<file path="src/rtl/game_pkg.sv">
// rtl/game_pkg.sv - shared state encoding, rate constants and tick period helper for the snake game sequencer
//   Provides state_t (display encoding), RATE_* speed settings and period_cycles(rate, base).
package game_pkg;

  typedef enum logic [2:0] {
    ST_IDLE      = 3'd0,
    ST_WAIT_TICK = 3'd1,
    ST_MOVE      = 3'd2,
    ST_FOOD      = 3'd3,
    ST_SAMPLE    = 3'd4,
    ST_PAUSE     = 3'd5,
    ST_OVER      = 3'd6
  } state_t;

  localparam logic [1:0] RATE_FAST   = 2'b00;
  localparam logic [1:0] RATE_QUICK  = 2'b01;
  localparam logic [1:0] RATE_NORMAL = 2'b10;
  localparam logic [1:0] RATE_SLOW   = 2'b11;
  localparam logic [1:0] RATE_INIT   = RATE_NORMAL;

  // Clock cycles per game tick for a given rate; base is the normal-speed period.
  function automatic logic [31:0] period_cycles(input logic [1:0] rate, input logic [31:0] base);
    logic [31:0] p;
    case (rate)
      RATE_FAST:   p = base >> 2;
      RATE_QUICK:  p = base >> 1;
      RATE_NORMAL: p = base;
      default:     p = base << 1;
    endcase
    return p;
  endfunction

endpackage

</file>
<file path="src/rtl/key_edge.sv">
// rtl/key_edge.sv - N-bit rising-edge detector for level key inputs
//   Ports: clk, rst_n (sync, active low), key[N-1:0] levels in, rise[N-1:0] one-cycle edge flags out.
//   A key held high yields a single rise; rise is combinational from key and the registered previous level.
module key_edge #(
  parameter int N = 1
) (
  input  logic         clk,
  input  logic         rst_n,
  input  logic [N-1:0] key,
  output logic [N-1:0] rise
);

  logic [N-1:0] prev_q;

  always_ff @(posedge clk) begin
    if (!rst_n) begin
      prev_q <= '0;
    end else begin
      prev_q <= key;
    end
  end

  assign rise = key & ~prev_q;

endmodule

</file>
<file path="src/rtl/game_sequencer.sv">
// rtl/game_sequencer.sv - run/pause/over controller sequencing move, food and stop sampling per game tick
//   Inputs : clk, rst_n, start/pause/faster/slower keys (levels), stop1/stop2, move_done, food_done
//   Outputs: new_game, move_req, move_en1, move_en2, food_req (one-cycle pulses), clk_rate, state,
//            game_over, error (sticky handshake timeout)
module game_sequencer
  import game_pkg::*;
#(
  parameter int unsigned BASE_PERIOD = 25_000_000,
  parameter int unsigned CNT_W       = 27,
  parameter int unsigned TIMEOUT     = 255
) (
  input  logic       clk,
  input  logic       rst_n,
  input  logic       start_key,
  input  logic       pause_key,
  input  logic       faster_key,
  input  logic       slower_key,
  input  logic       stop1,
  input  logic       stop2,
  input  logic       move_done,
  input  logic       food_done,
  output logic       new_game,
  output logic       move_req,
  output logic       move_en1,
  output logic       move_en2,
  output logic       food_req,
  output logic [1:0] clk_rate,
  output logic [2:0] state,
  output logic       game_over,
  output logic       error
);

  localparam int unsigned TMO_W = $clog2(TIMEOUT + 1);
  localparam logic [TMO_W-1:0] TMO_LAST = TMO_W'(TIMEOUT - 1);

  logic [3:0] key_rise;
  logic start_rise, pause_rise, faster_rise, slower_rise;

  key_edge #(.N(4)) u_keys (
    .clk  (clk),
    .rst_n(rst_n),
    .key  ({slower_key, faster_key, pause_key, start_key}),
    .rise (key_rise)
  );

  assign start_rise  = key_rise[0];
  assign pause_rise  = key_rise[1];
  assign faster_rise = key_rise[2];
  assign slower_rise = key_rise[3];

  state_t           state_q, state_d;
  logic [1:0]       rate_q, rate_d;
  logic [CNT_W-1:0] cnt_q, cnt_d;
  logic [TMO_W-1:0] tmo_q, tmo_d;
  logic             dead1_q, dead1_d, dead2_q, dead2_d;
  logic             error_q, error_d, pend_q, pend_d;
  logic             new_game_q, new_game_d, move_req_q, move_req_d, food_req_q, food_req_d;
  logic             en1_q, en1_d, en2_q, en2_d;
  logic [31:0]      period_m1, cnt_ext;
  logic             tick, d1_now, d2_now;

  // Compare against the current rate every cycle so a speed-up mid-count ticks at once.
  assign period_m1 = period_cycles(rate_q, 32'(BASE_PERIOD)) - 32'd1;
  assign cnt_ext   = 32'(cnt_q);
  assign tick      = (cnt_ext >= period_m1);
  assign d1_now    = dead1_q | stop1;
  assign d2_now    = dead2_q | stop2;

  always_comb begin
    state_d    = state_q;
    rate_d     = rate_q;
    cnt_d      = cnt_q;
    tmo_d      = tmo_q;
    dead1_d    = dead1_q;
    dead2_d    = dead2_q;
    error_d    = error_q;
    pend_d     = pend_q;
    new_game_d = 1'b0;
    move_req_d = 1'b0;
    food_req_d = 1'b0;
    en1_d      = 1'b0;
    en2_d      = 1'b0;

    // Speed keys act in every state and saturate at both ends.
    if (faster_rise && !slower_rise && rate_q != RATE_FAST) begin
      rate_d = rate_q - 2'd1;
    end else if (slower_rise && !faster_rise && rate_q != RATE_SLOW) begin
      rate_d = rate_q + 2'd1;
    end

    case (state_q)
      ST_IDLE: begin
        if (start_rise) begin
          state_d    = ST_WAIT_TICK;
          new_game_d = 1'b1;
          cnt_d      = '0;
          dead1_d    = 1'b0;
          dead2_d    = 1'b0;
          error_d    = 1'b0;
          pend_d     = 1'b0;
        end
      end
      ST_WAIT_TICK: begin
        if (pause_rise) begin
          state_d = ST_PAUSE;
        end else if (tick) begin
          state_d    = ST_MOVE;
          cnt_d      = '0;
          tmo_d      = '0;
          move_req_d = 1'b1;
          en1_d      = ~dead1_q;
          en2_d      = ~dead2_q;
        end else begin
          cnt_d = cnt_q + CNT_W'(1);
        end
      end
      ST_MOVE: begin
        if (pause_rise) pend_d = ~pend_q;
        // A done coincident with the request belongs to an earlier step; only accept it afterwards.
        if (move_done && !move_req_q) begin
          state_d    = ST_FOOD;
          tmo_d      = '0;
          food_req_d = 1'b1;
        end else if (tmo_q == TMO_LAST) begin
          state_d = ST_OVER;
          error_d = 1'b1;
        end else begin
          tmo_d = tmo_q + TMO_W'(1);
        end
      end
      ST_FOOD: begin
        if (pause_rise) pend_d = ~pend_q;
        if (food_done && !food_req_q) begin
          state_d = ST_SAMPLE;
        end else if (tmo_q == TMO_LAST) begin
          state_d = ST_OVER;
          error_d = 1'b1;
        end else begin
          tmo_d = tmo_q + TMO_W'(1);
        end
      end
      ST_SAMPLE: begin
        dead1_d = d1_now;
        dead2_d = d2_now;
        pend_d  = 1'b0;
        if (d1_now && d2_now)      state_d = ST_OVER;
        else if (pend_q ^ pause_rise) state_d = ST_PAUSE;
        else                       state_d = ST_WAIT_TICK;
      end
      ST_PAUSE: begin
        if (pause_rise) state_d = ST_WAIT_TICK;
      end
      ST_OVER: begin
        if (start_rise) state_d = ST_IDLE;
      end
      default: state_d = ST_IDLE;
    endcase
  end

  always_ff @(posedge clk) begin
    if (!rst_n) begin
      state_q    <= ST_IDLE;
      rate_q     <= RATE_INIT;
      cnt_q      <= '0;
      tmo_q      <= '0;
      dead1_q    <= 1'b0;
      dead2_q    <= 1'b0;
      error_q    <= 1'b0;
      pend_q     <= 1'b0;
      new_game_q <= 1'b0;
      move_req_q <= 1'b0;
      food_req_q <= 1'b0;
      en1_q      <= 1'b0;
      en2_q      <= 1'b0;
    end else begin
      state_q    <= state_d;
      rate_q     <= rate_d;
      cnt_q      <= cnt_d;
      tmo_q      <= tmo_d;
      dead1_q    <= dead1_d;
      dead2_q    <= dead2_d;
      error_q    <= error_d;
      pend_q     <= pend_d;
      new_game_q <= new_game_d;
      move_req_q <= move_req_d;
      food_req_q <= food_req_d;
      en1_q      <= en1_d;
      en2_q      <= en2_d;
    end
  end

  assign new_game  = new_game_q;
  assign move_req  = move_req_q;
  assign move_en1  = en1_q;
  assign move_en2  = en2_q;
  assign food_req  = food_req_q;
  assign clk_rate  = rate_q;
  assign state     = state_q;
  assign game_over = (state_q == ST_OVER);
  assign error     = error_q;

endmodule

</file>
<file path="config.mk">
export PLATFORM = sky130hd
export DESIGN_NAME = game_sequencer
export DESIGN_NICKNAME = d
export VERILOG_FILES = /design/src/rtl/game_pkg.sv /design/src/rtl/key_edge.sv /design/src/rtl/game_sequencer.sv
export SDC_FILE = /design/constraint.sdc
export NUM_CORES = 1
export LEC_CHECK = 0
export CORE_MARGIN = 10
export CORE_UTILIZATION = 53
export DETAILED_ROUTE_END_ITERATION = 16
export HOLD_SLACK_MARGIN = 0.08
export PLACE_DENSITY = 0.81
export SYNTH_ARGS = -nofsm -noshare
export SYNTH_HDL_FRONTEND = slang
export SYNTH_SLANG_ARGS = --single-unit
</file>
<file path="constraint.sdc">
create_clock -name clk -period 3 [get_ports clk]
set_input_delay 0.75 -clock clk [delete_from_list [all_inputs] [get_ports clk]]
set_output_delay 0.75 -clock clk [all_outputs]
set_load 0.02 [all_outputs]
</file>
; ---- Yosys cells after proc, flatten, opt, wreduce, memory -nomap -nowiden
; Cells that the tools add are included.
[word_totals]
regBits = 53
latchBits = 0
ram_bits = 0
rom_bits = 0
input_bits = 10
out_inout_bits = 12
word_cells = 117
mem_count = 0
[classes]
addsub = 5
multipliers = 0
n_div = 0
order_cmp = 1
n_eq_ne = 19
shifts = 0
muxes = 36
bitwise_logic = 11
n_reduce_logical = 31
[op_table]
columns = cell, n
row1 = $mux W27, 3
row2 = $pmux W26 S3, 1
row3 = $pmux W27 S2, 1
row4 = $mux W8, 5
row5 = $ge A27 B32 Y1, 1
row6 = $sub A32 B1 Y32 const B, 1
row7 = $mux W3, 10
row8 = $add A27 B1 Y27 const B, 1
row9 = $pmux W8 S3, 1
row10 = $pmux W3 S7, 1
row11 = $ne A2 B2 Y1 const B, 7
row12 = $reduce_and A4 Y1, 3
row13 = $eq A3 B3 Y1 const B, 3
row14 = $reduce_bool A3 Y1, 3
row15 = $add A8 B1 Y8 const B, 1
row16 = $eq A8 B8 Y1 const B, 1
row17 = $mux W1, 8
row18 = $reduce_bool A2 Y1, 4
row19 = $logic_and A1 B1 Y1, 7
row20 = $eq A3 B2 Y1 const B, 2
row21 = $not A1 Y1, 6
row22 = $pmux W1 S3, 2
row23 = $reduce_and A2 Y1, 3
row24 = $reduce_and A3 Y1, 2
row25 = 19 further kinds, 26

; ---- Depth between registers and ports, before layout
; Gate-level depths: netlist of run 1.
[logic_depth]
ltp_word = 7
mapped_depth = 14
depth_no_buf = 13

; ---- By module
; From an unflattened synthesis of run 1, not the netlist that was laid out.
[hier_totals]
hier_cells = 401
hier_area_um2 = 3236.9
[by_module_without_submodules]
columns = module, instances, cells_each, area_each_um2, seq_area_each_um2
row1 = game_sequencer, 1, 389, 3106.7, 980.9
row2 = key_edge, 1, 12, 130.1, 80.1

; ---- Worst setup path after synthesis of run 1
; No wires, ideal clock.
[synth_timing]
path_kind = reg2reg
startpoint = register rate_q[0], in the netlist clk_rate[0]
endpoint = register cnt_q[17]
setup_ps = 91
arrival_ps = 3038
required_time_ps = 2909
slack_ps = -129
stages_incl_launch_ff = 13
path_buffers = 0
synth_period_minus_slack_ps = 3129
cell_sequence = dfxtp_1 -> inv_1 -> ha_1 -> inv_1 -> ha_1 -> ha_1 -> a21oi_1 -> nor2b_1 -> o41ai_1 -> a31oi_2 -> nor2_1 -> o21ai_0 -> a311oi_1
[synth_between]
elab_chain_len = 7
word_cells_on_any_way = 9
cone_classes = 1 x add/sub / 1 x order compare / 2 x eq/ne / 4 x mux / 1 x reduce/logical
[synth_rtl]
columns = element, line
row1 = start: declaration, game_sequencer.sv:52  ; logic [1:0] rate_q, rate_d;
row2 = start signal: assignment, game_sequencer.sv:177  ; rate_q <= rate_d;
row3 = $eq A2 B2 Y1 (tied with other cells), game_pkg.sv:24  ; case (rate)
row4 = $pmux W26 S3 (*), game_pkg.sv:24
row5 = $sub A32 B1 Y32 (*), game_sequencer.sv:63  ; assign period_m1 = period_cycles(rate_q, 32'(BASE_PERIOD)) - 32'd1;
row6 = $ge A27 B32 Y1 (*), game_sequencer.sv:65  ; assign tick = (cnt_ext >= period_m1);
row7 = $mux W27 (*), game_sequencer.sv:106  ; end else if (tick) begin
row8 = $mux W27 (*), game_sequencer.sv:104  ; if (pause_rise) begin
row9 = $pmux W27 S2 (*), game_sequencer.sv:91  ; case (state_q)
row10 = end signal: assignment, game_sequencer.sv:178  ; cnt_q <= cnt_d;
row11 = end: declaration, game_sequencer.sv:53  ; logic [CNT_W-1:0] cnt_q, cnt_d;
; Every way passes the cells marked *; elsewhere a longest branch is shown, timed or not. The select of a mux whose other input is x is not followed.
; A chain may end at the register's enable or synchronous reset.

; ---- Worst setup path in the final report of run 1
[layout_timing]
startpoint = register rate_q[0], in the netlist clk_rate[0]
endpoint = register tmo_q[2]
[layout_between]
elab_chain_len = 6
word_cells_on_any_way = 8
cone_classes = 1 x add/sub / 1 x order compare / 3 x eq/ne / 1 x mux / 2 x reduce/logical
[layout_rtl]
columns = element, line
row1 = $eq A2 B2 Y1 (tied with other cells), game_pkg.sv:24
row2 = $pmux W26 S3 (*), game_pkg.sv:24
row3 = $sub A32 B1 Y32 (*), game_sequencer.sv:63
row4 = $ge A27 B32 Y1 (*), game_sequencer.sv:65
row5 = $ne A2 B2 Y1 (no source line) (*), --
row6 = $reduce_and A4 Y1 (no source line) (*), --
row7 = end signal: assignment, game_sequencer.sv:179  ; tmo_q <= tmo_d;
row8 = end: declaration, game_sequencer.sv:54  ; logic [TMO_W-1:0] tmo_q, tmo_d;
; Every way passes the cells marked *; elsewhere a longest branch is shown, timed or not.

==> results of run 1 <==
[stage by stage]
step / std cells / setup WS, ns / area (µm²)
floorplan: 372 / 0.0108 / 3120
global placement: 468 / 0.0582 / 3470
detailed placement: 468 / -0.0239 / 3470
CTS: 475 / 0.0422 / 3580
global route: 477 / -0.00493 / 3670
finish: 477 / 0.109 / 3670
[area by class of cell]
class | count | area, µm² | share of cell area
multi-input cells | 293 | 2020 | 0.550
repair buffers | 34 | 320 | 0.0873
clock inverters | 2 | 38.8 | 0.0106
clock buffers | 5 | 68.8 | 0.0188
inverters | 18 | 67.6 | 0.0184
well taps | 72 | 90.1 | 0.0246
flip-flops and latches | 53 | 1060 | 0.290
[cells in the final DEF (no fill, tap or decap), types with 3 or more instances in the layout]
cell type,count
a211oi_1,4
a311oi_1,3
xnor2_1,13
nor2_1,54
nand2_1,33
inv_1,16
buf_4,12
and3_1,9
dfxtp_1,52
nand3_1,15
clkbuf_8,5
clkdlybuf4s50_1,21
o21ai_0,8
nor3_1,9
xor2_1,13
nand2b_1,8
a31oi_1,3
and4_1,6
nand4_1,11
nor2b_1,6
and2_1,7
ha_1,27
a21oi_1,19
[state kept, by name (all words and copies together) (netlist names), 2 cells and up]
name	cells
u_keys.prev_q	4
clk_rate	2
cnt_q	27
tmo_q	8
state	3
[cells by family after synthesis]
kind of cell | share of synthesized area
AND/OR/NAND/NOR | 0.278
AO/OA/AOI/OAI | 0.141
flip-flops | 0.340
adder cells (fa/ha/maj) | 0.120
buffers and inverters | 0.0425
XOR/XNOR | 0.0730
other | 0.00120
multiplexers | 0.00321
[where the power goes]
group / leakage, nW / switching, W / internal [W]
Clock: 0.0546 / 0.000238 / 0.000247
Combinational: 0.955 / 0.000468 / 0.000353
Sequential: 0.430 / 0.000106 / 0.000758
[worst min-delay path by stage]
| stage | startpoint | end | slack [ns] | cells after the start |
|---|---|---|---|---|
| 2_1_floorplan | dead1_q | move_en1 | 0.42 | 1 |
| 3_3_place_gp | dead1_q | move_en1 | 0.45 | 1 |
| 3_5_place_dp | dead1_q | move_en1 | 0.44 | 1 |
| 4_1_cts | dead1_q | move_en1 | 0.46 | 1 |
| 5_1_grt | dead1_q | move_en1 | 0.49 | 1 |
| 6_report | dead2_q | move_en2 | 0.46 | 1 |
[repair_timing]
action	CTS	global route
setup endpoints to repair	2	36
cloned	0	2
gates resized for setup	1	13
pin swaps	1	4
[cell usage after synthesis, types with 2 or more instances]
cell type / n
o22ai_1: 2
or4_1: 2
a211oi_1: 4
nand2b_1: 8
a31oi_1: 3
and3_1: 9
xor2_1: 13
a221oi_1: 2
xnor2_1: 13
nor2_1: 55
clkbuf_1: 5
dfxtp_1: 53
ha_1: 30
nand3_1: 15
and4_1: 6
nor4_1: 2
inv_1: 17
nor2b_1: 6
or3_1: 2
buf_6: 2
a311oi_1: 3
a22oi_1: 2
o21ai_0: 8
nand4_1: 11
and2_1: 7
nor3_1: 10
nor3b_1: 2
nand2_1: 33
a21oi_1: 20
[layer usage]
metal,part of all wire,wire [µm],global-route usage
met1,0.45,3280,0.188
met2,0.49,3560,0.238
met3,0.046,338,0.0305
met4,0.015,106,0.0395
met5,0,0,0
==> metrics.csv, run 1 <==
stage,metric,value,unit
status,status,finished clean,
sta,slew_viol_final,0,
setup_path,reg2reg_depth,12,
setup_path,worstPathCellList,"inv_1, ha_2, inv_1, ha_1, ha_4, nand4_1, nor2_1, o41ai_2, a31oi_4, o31a_4, and4_1, nor3_2",
grt,grt_pass1_wl,12100,µm
sta,tightest_slew,0.628,ns
cells_and_area,num-fill-cells,480,
die,die_x,96.7,µm
clocking,cts_root_buffer,clkbuf_8,
logic_synthesis,ys.flop_type,dfxtp_1,
logic_synthesis,synthDistinctLibCells,56,
setup_path,cp-end-kind,flip-flop,
sta,tns,0,ns
clocking,cts_sinks,53,
grt,grt_pass1_vias,2616,
die,core_area,0.00561,mm²
clocking,clk_latency,0.31,ns
sta,holdWs,0.462,ns
power_and_ir_drop,leakage,1.44,nW
sta,slew_headroom,0.581,
power_and_ir_drop,irDropWorstVdd,0.447,mV
logic_synthesis,synth_area,0.00312,mm²
route,firstDrtPassIters,7,
setup_path,worst-path-max-fanout,6,
die,start_util,0.556,
die,die_y,96.7,µm
clocking,post_cts_buffers,0,
grt,grt_antenna_before_repair,0,
logic_synthesis,synth_top_area_cell,dfxtp_1,
route,vias,2790,
setup_path,cp.depth,12,
logic_synthesis,seq_area_frac_synth,0.340,
logic_synthesis,synth.area.top_cells,"dfxtp_1 (34%), ha_1 (12%), nor2_1 (6.6%), nand2_1 (4.0%), xnor2_1 (3.7%)",
logic_synthesis,async_reset_ff_frac,0,
power_and_ir_drop,total_power,0.00217,W
die,pin_count,22,
route,ant_nets,0,
clocking,numCtsBuffers,5,
setup_path,critPathTopFamily,compound AO/OA/AOI/OAI gates,
hold_path,min_path_type,flip-flop to flip-flop,
clocking,htreeDepth,2,
route,viasPerCell,5.85,
sta,fmax,0.346,GHz
sta,skew,0.0101,ns
clocking,cts-hold-fix-buffers,0,
power_and_ir_drop,power_density,592,mW/mm²
route,wl_per_cell,15.3,µm
run,cap_violations,0,
setup_path,cp.arrival,3.12,ns
setup_path,start_kind,flip-flop,
die,num_rows,27,
setup_path,reg2reg_to,tmo_q[2],
placement,gp_congestion,0.886,
setup_path,r2r_start,clk_rate[0],
cells_and_area,antennaDiodeCount,0,
grt,grt_max_degree,20,
setup_path,cp_num_buf_inv,2,
setup_path,cp-startpoint,clk_rate[0],
sta,period_share,0.964,
clocking,cts_buffer_depth,2,
setup_path,worst-r2r-setup-slack,0.11,ns
route,drc,0,
cells_and_area,area_growth,17.6,%
logic_synthesis,synth_top_area_frac,0.340,
logic_synthesis,synthCells,372,
sta,setup_viol,0,
logic_synthesis,syn_nets,412,
logic_synthesis,synth.avg_cell_area,8.39,µm²
cells_and_area,fin_util,0.654,
setup_path,crit_path_top_delay_cell,o31a_4,
logic_synthesis,synth_edf_count,0,
placement,dp_hpwl,5180,µm
route,drt_first_iter_violations,245,
route,drt-total-wl,7290,µm
grt,gr-total-overflow,0,
logic_synthesis,yosysWarnings,0,
placement,buffer_ports.inserted,21,
cells_and_area,nets,445,
logic_synthesis,synth-seq-cells,53,
grt,track_usage,0.146,
setup_path,cpMostUsedCell,inv_1,
setup_path,crit_type,flip-flop to flip-flop,
setup_path,endpoint,tmo_q[2],
sta,hold_violations,0,
clocking,cts.clk_slew.worst_paths,0.09,ns
cells_and_area,drive_above_1_share,0.106,
setup_path,critPathMaxStageDelay,0.43,ns
sta,fin_crit,2.89,ns
die,die_area,0.00935,mm²
setup_path,crit_required,3.23,ns
clocking,cts_tree,done,
No activity file was read; power rests on OpenSTA's default activity.
==> run 2: changes to the inputs <==
--- a/config.mk
+++ b/config.mk
@@ -5,7 +5,7 @@
 export SDC_FILE = /design/constraint.sdc
 export NUM_CORES = 1
 export LEC_CHECK = 0
-export CORE_MARGIN = 10
+export CORE_MARGIN = 2
 export CORE_UTILIZATION = 53
 export DETAILED_ROUTE_END_ITERATION = 16
 export HOLD_SLACK_MARGIN = 0.08
==> run 2 against run 1 <==
Wire length grew 3.6%. Flip-flop and latch count did not move. Clock skew decreased by 0.0015 ns. Non-clock buffer count rose by 2. Clock power fell by 8.6%. Cell count increased by 0.63%. Cell area grew 0.72%. Via count rose by 1.4%. Largest cell class unchanged. Largest power group unchanged.
==> metrics.csv, run 2 (synthesis gave the netlist of run 1 again) <==
stage,metric,value,unit,change
status,status,finished clean,,
sta,skew,0.00858,ns,-0.00155 ns
placement,dp_hpwl,4980,µm,-3.8%
sta,period_share,0.970,,+0.00684
route,viasPerCell,5.90,,+0.80%
sta,hold_violations,0,,unchanged
route,vias,2830,,+1.4%
cells_and_area,area_growth,18.5,%,
cells_and_area,most-common-layout-cells,"nor2_1 (54), dfxtp_1 (52), nand2_1 (33)",,
cells_and_area,design_area,0.00369,mm²,+0.72%
placement,placed_area,0.00346,mm²,-0.22%
clocking,htreeDepth,2,,unchanged
route,drt_first_iter_violations,137,,-44%
setup_path,crit_type,flip-flop to flip-flop,,
grt,grt_pass1_vias,2540,,-2.9%
clocking,cts_sinks,53,,unchanged
clocking,clk_latency,0.32,ns,about the same
die,num_rows,27,,unchanged
sta,fin_crit,2.91,ns,+0.0205 ns
sta,slew_headroom,0.618,,+0.0376
cells_and_area,largestRegisters,"cnt_q x27, tmo_q x8, u_keys.prev_q x4",,
clocking,numCtsBuffers,5,,unchanged
clocking,cts_buffer_depth,2,,unchanged
route,drt-total-wl,7550,µm,+3.6%
placement,buffer_ports.inserted,21,,unchanged
setup_path,crit_required,3.21,ns,-0.02 ns
power_and_ir_drop,total_power,0.00217,W,-0.11%
sta,slew_viol_final,0,,unchanged
die,die_x,80.7,µm,-17%
die,die_area,0.00651,mm²,-30%
route,wl_per_cell,15.7,µm,+2.9%
placement,dp_slack,-0.00825,ns,+0.0156 ns
die,pin_count,22,,unchanged
grt,grt_max_degree,26,,+30%
sta,tightest_slew,0.572,ns,-0.0563 ns
sta,fmax,0.343,GHz,-0.70%
cells_and_area,mostFrequentLayoutCell,nor2_1,,
grt,grt_antenna_before_repair,0,,unchanged
cells_and_area,drive_above_1_share,0.118,,+0.0115
power_and_ir_drop,leakage,1.45,nW,+0.57%
cells_and_area,largest_reg_flops,27,,unchanged
hold_path,min_path_type,flip-flop to flip-flop,,
run,cap_violations,0,,unchanged
power_and_ir_drop,irDropWorstVdd,0.405,mV,-9.5%
clocking,cts_tree,done,,
placement,gp_congestion,0.872,,-1.5%
die,die_y,80.7,µm,-17%
setup_path,cp-end-kind,flip-flop,,
route,drc,0,,unchanged
grt,gr-total-overflow,0,,unchanged
cells_and_area,antennaDiodeCount,0,,unchanged
clocking,cts_root_buffer,clkbuf_8,,
grt,grt_pass1_wl,11500,µm,-5.1%
sta,worst_slack,0.0886,ns,-0.0205 ns
setup_path,worst-path-max-fanout,6,,unchanged
sta,setup_viol,0,,unchanged
clocking,cts.clk_slew.worst_paths,0.10,ns,about the same
setup_path,start_kind,flip-flop,,
route,ant_nets,0,,unchanged
setup_path,cp.arrival,3.13,ns,about the same
die,start_util,0.556,,unchanged
power_and_ir_drop,power_density,587,mW/mm²,-0.82%
cells_and_area,nets,447,,+0.45%
grt,track_usage,0.223,,+0.0767
die,core_area,0.00561,mm²,unchanged
route,firstDrtPassIters,5,,-2
cells_and_area,top_register,cnt_q,,
[run 2: critical path, stage by stage, from the launching register on]
cell	delay, ns
dfxtp_4	0.39
inv_1	0.06
buf_4	0.15
ha_1	0.27
inv_1	0.05
or3_4	0.39
or4_4	0.51
a31oi_4	0.30
nor3b_2	0.11
o21ai_4	0.31
clkbuf_16	0.22
nor2_1	0.04
[run 2: layout make-up]
type | count | area (µm²)
fill | 474 | 1910
clock buffer | 6 | 82.6
timing repair buffer | 36 | 357
sequential | 53 | 1060
inverter | 18 | 67.6
multi-input combinational | 293 | 2020
clock inverter | 2 | 16.3
tap | 72 | 90.1
[run 2: what timing repair did]
action,4_1_cts,5_1_grt
endpoints found under the setup margin,1,37
buffers inserted,0,1
pin swaps,1,5
resized for setup,0,14
hold buffers,0,0
gates cloned,0,4
[run 2: stage by stage]
| stage | utilization | instances | TNS, ns | hold WS (ns) |
|---|---|---|---|---|
| finish | 0.659 | 480 | 0 | 0.470 |
| global placement | 0.617 | 467 | 0 | 0.445 |
| global route | 0.659 | 480 | -0.0872 | 0.492 |
| floorplan | - | 372 | 0 | 0.424 |
| CTS | 0.635 | 475 | 0 | 0.465 |
| detailed placement | 0.617 | 467 | -0.00825 | 0.444 |
[run 2: routing by layer]
metal,GRT usage,wire [µm],vias up
met5,0,0,-
met1,0.291,3440,1348
met2,0.366,3660,77
met3,0.0517,348,11
li1,-,-,1394
met4,0.0661,103,0
[run 2: worst paths after layout]
check | cells past startpoint | startpoint | end | slack [ns]
hold reg to reg | 1 | dead2_q | move_en2 | 0.47
hold / removal | 1 | dead2_q | move_en2 | 0.47
setup / recovery | 11 | clk_rate[0] | cnt_q[18] | 0.09
setup reg to reg | 11 | clk_rate[0] | cnt_q[18] | 0.09
[run 2: power breakdown]
part | internal [W] | total [W] | switching (W)
combinational | 0.000373 | 0.000861 | 0.000488
sequential | 0.000758 | 0.000864 | 0.000105
clock | 0.000191 | 0.000444 | 0.000253
==> run 3: changes to the inputs <==
--- a/config.mk
+++ b/config.mk
@@ -6,10 +6,11 @@
 export NUM_CORES = 1
 export LEC_CHECK = 0
 export CORE_MARGIN = 2
-export CORE_UTILIZATION = 53
+export CORE_UTILIZATION = 61
+export CTS_BUF_LIST = sky130_fd_sc_hd__clkbuf_8
 export DETAILED_ROUTE_END_ITERATION = 16
 export HOLD_SLACK_MARGIN = 0.08
-export PLACE_DENSITY = 0.81
+export PLACE_DENSITY = 0.87
 export SYNTH_ARGS = -nofsm -noshare
 export SYNTH_HDL_FRONTEND = slang
 export SYNTH_SLANG_ARGS = --single-unit
==> constraint.sdc (replaced) <==
create_clock -name clk -period 2.7 [get_ports clk]
set_input_delay 0.675 -clock clk [delete_from_list [all_inputs] [get_ports clk]]
set_output_delay 0.675 -clock clk [all_outputs]
set_load 0.02 [all_outputs]
==> run 3 against run 2 <==
Fmax increased by 5.4%. Non-clock buffer count grew 7. Cell count rose by 1.0%. The run now ends with negative setup slack left. First-iteration DRC count rose by 23%. Largest cell class unchanged. Largest power group is now combinational cells. Worst hold slack improved by 0.00084 ns. Wire length rose by 0.52%.
==> metrics.csv, run 3 (synthesis gave the netlist of run 1 again) <==
stage,metric,value,unit,change
status,status,finished with violations,,
status,violations,negative setup slack,,
sta,period_share,1.02,,+0.0524
route,viasPerCell,5.92,,+0.47%
die,start_util,0.623,,+0.0664
route,drt-total-wl,7590,µm,+0.52%
clocking,cts-hold-fix-buffers,0,,unchanged
die,pin_count,22,,unchanged
die,die_area,0.00570,mm²,-12%
run,cap_violations,0,,unchanged
cells_and_area,stdcell_count,485,,+1.0%
clocking,cts_tree,done,,
setup_path,worst-path-max-fanout,6,,unchanged
sta,holdWs,0.471,ns,+0.000836 ns
cells_and_area,design_area,0.00389,mm²,+5.4%
cells_and_area,num-fill-cells,350,,-26%
setup_path,cp-end-kind,flip-flop,,
clocking,clk_latency,0.32,ns,about the same
sta,tns,-0.405,ns,-0.405 ns
power_and_ir_drop,irDropWorstVdd,0.415,mV,+2.6%
sta,setup_viol,20,,+20
placement,gp_congestion,0.924,,+5.9%
sta,fmax,0.362,GHz,+5.4%
setup_path,crit_type,flip-flop to flip-flop,,
grt,grtUsageMet3,0.0661,,+0.0145
cells_and_area,most-common-layout-cells,"nor2_1 (52), dfxtp_1 (51), nand2_1 (32)",,
cells_and_area,ff_latch_area,0.00107,mm²,+0.35%
cells_and_area,drive_above_1_share,0.171,,+0.0534
power_and_ir_drop,power_density,655,mW/mm²,+12%
die,die_y,75.5,µm,-6.4%
die,die_x,75.5,µm,-6.4%
cells_and_area,multi_input_area,0.00215,mm²,+6.8%
sta,rsz0062_at_grt,true,,
cells_and_area,nets,454,,+1.6%
placement,dp_hpwl,5010,µm,+0.68%
clocking,numCtsBuffers,5,,unchanged
grt,grtUsageMet1,0.360,,+0.0685
grt,grt_pass1_vias,2632,,+3.6%
route,wl_per_cell,15.6,µm,-0.52%
cells_and_area,largestRegisters,"cnt_q x27, tmo_q x8, u_keys.prev_q x4",,
placement,buffer_ports.inserted,21,,unchanged
clocking,cts_root_buffer,clkbuf_8,,
grt,gr-total-overflow,0,,unchanged
setup_path,crit_required,2.89,ns,-0.32 ns
clocking,cts_buffer_depth,2,,unchanged
sta,slew_headroom,0.596,,-0.0226
setup_path,cp_num_buf_inv,2,,-2
cells_and_area,area_growth,24.8,%,
clocking,cts_sinks,53,,unchanged
placement,dp.cells,474,,+1.5%
placement,placed_area,0.00356,mm²,+3.0%
setup_path,crit_path_top_delay_cell,or4_4,,
die,core_area,0.00501,mm²,-11%
sta,tightest_slew,0.606,ns,+0.0339 ns
setup_path,critPathMaxStageDelay,0.51,ns,about the same
grt,grt_max_degree,28,,+7.7%
setup_path,worstPathCellList,"inv_4, ha_4, ha_4, nand2_2, or3_4, or4_4, a31oi_4, buf_6, nor2_4, a31oi_4, a311oi_1",,
power_and_ir_drop,leakage,1.51,nW,+3.9%
cells_and_area,largest_reg_flops,27,,unchanged
sta,fin_crit,2.76,ns,-0.150 ns
grt,track_usage,0.276,,+0.0533
route,drc,0,,unchanged
route,ant_nets,0,,unchanged
clocking,cts.clk_slew.worst_paths,0.10,ns,about the same
route,drt_first_iter_violations,169,,+23%
sta,worst_slack,-0.0616,ns,-0.150 ns
clocking,htreeDepth,2,,unchanged
sta,hold_violations,0,,unchanged
sta,slew_viol_final,0,,unchanged
grt,grt.busiest_layer,met2,,
cells_and_area,antennaDiodeCount,0,,unchanged
setup_path,start_kind,flip-flop,,
cells_and_area,top_register,cnt_q,,
setup_path,critPathTopFamily,simple AND/OR/NAND/NOR gates,,
grt,grt_pass1_wl,12000,µm,+4.4%
route,firstDrtPassIters,4,,-1
route,vias,2873,,+1.5%
power_and_ir_drop,total_power,0.00255,W,+18%
die,num_rows,26,,-3.7%
grt,grt_use_met2,0.432,,+0.0661
hold_path,min_path_type,flip-flop to flip-flop,,
sta,skew,0.0103,ns,+0.00172 ns
setup_path,cp.arrival,2.95,ns,-0.18 ns
grt,grt_antenna_before_repair,0,,unchanged
cells_and_area,mostFrequentLayoutCell,nor2_1,,
## run 3: cell types whose count changed in the layout (fill, tap and decap cells not counted), moves of 3 or more
| cell | before | now |
|---|---|---|
| buf_4 | 12 | 19 |
| ha_1 | 27 | 23 |
| ha_4 | 1 | 7 |
| nor3_1 | 9 | 6 |
| nor3_2 | 1 | 4 |
| o21ai_0 | 8 | 5 |
## run 3: path summary, 6_finish.rpt
check | startpoint | endpoint | slack (ns) | depth (start not counted)
hold reg to reg | dead1_q | move_en1 | 0.47 | 1
setup / recovery | clk_rate[0] | tmo_q[4] | -0.06 | 11
hold / removal | dead1_q | move_en1 | 0.47 | 1
setup reg to reg | clk_rate[0] | tmo_q[4] | -0.06 | 11
## run 3: final cells by class
cell class	count	area share
clock buffer	5	0.0177
clock inverter	3	0.0109
inverter	18	0.0193
multi-input combinational	293	0.554
sequential	53	0.275
tap	70	0.0225
timing repair buffer	43	0.102
## run 3: through the flow
stage	util	worst slack, ns
after floorplan	-	0.00276
after global placement	0.711	-0.197
after detailed placement	0.711	-0.245
after CTS	0.755	-0.00131
after global routing	0.777	-0.143
final	0.777	-0.0616
## run 3: timing repair
action	in CTS	in global routing
endpoints found under the setup margin	37	40
gates resized for setup	17	19
setup buffers	0	1
pin swaps	8	11
gates cloned	2	0
## run 3: where the power goes
group	internal (W)	leakage, nW	switching, W
registers	0.000844	0.430	0.000110
logic	0.000448	1.02	0.000593
clock network	0.000275	0.0595	0.000280
total	0.00157	1.51	0.000984
## run 3: routing by layer
| metal | share of wire | wire length [µm] | vias to the layer above |
|---|---|---|---|
| li1 | - | - | 1402 |
| met1 | 0.43 | 3260 | 1362 |
| met2 | 0.50 | 3760 | 90 |
| met3 | 0.050 | 378 | 19 |
| met4 | 0.025 | 186 | 0 |
| met5 | 0 | 0 | - |
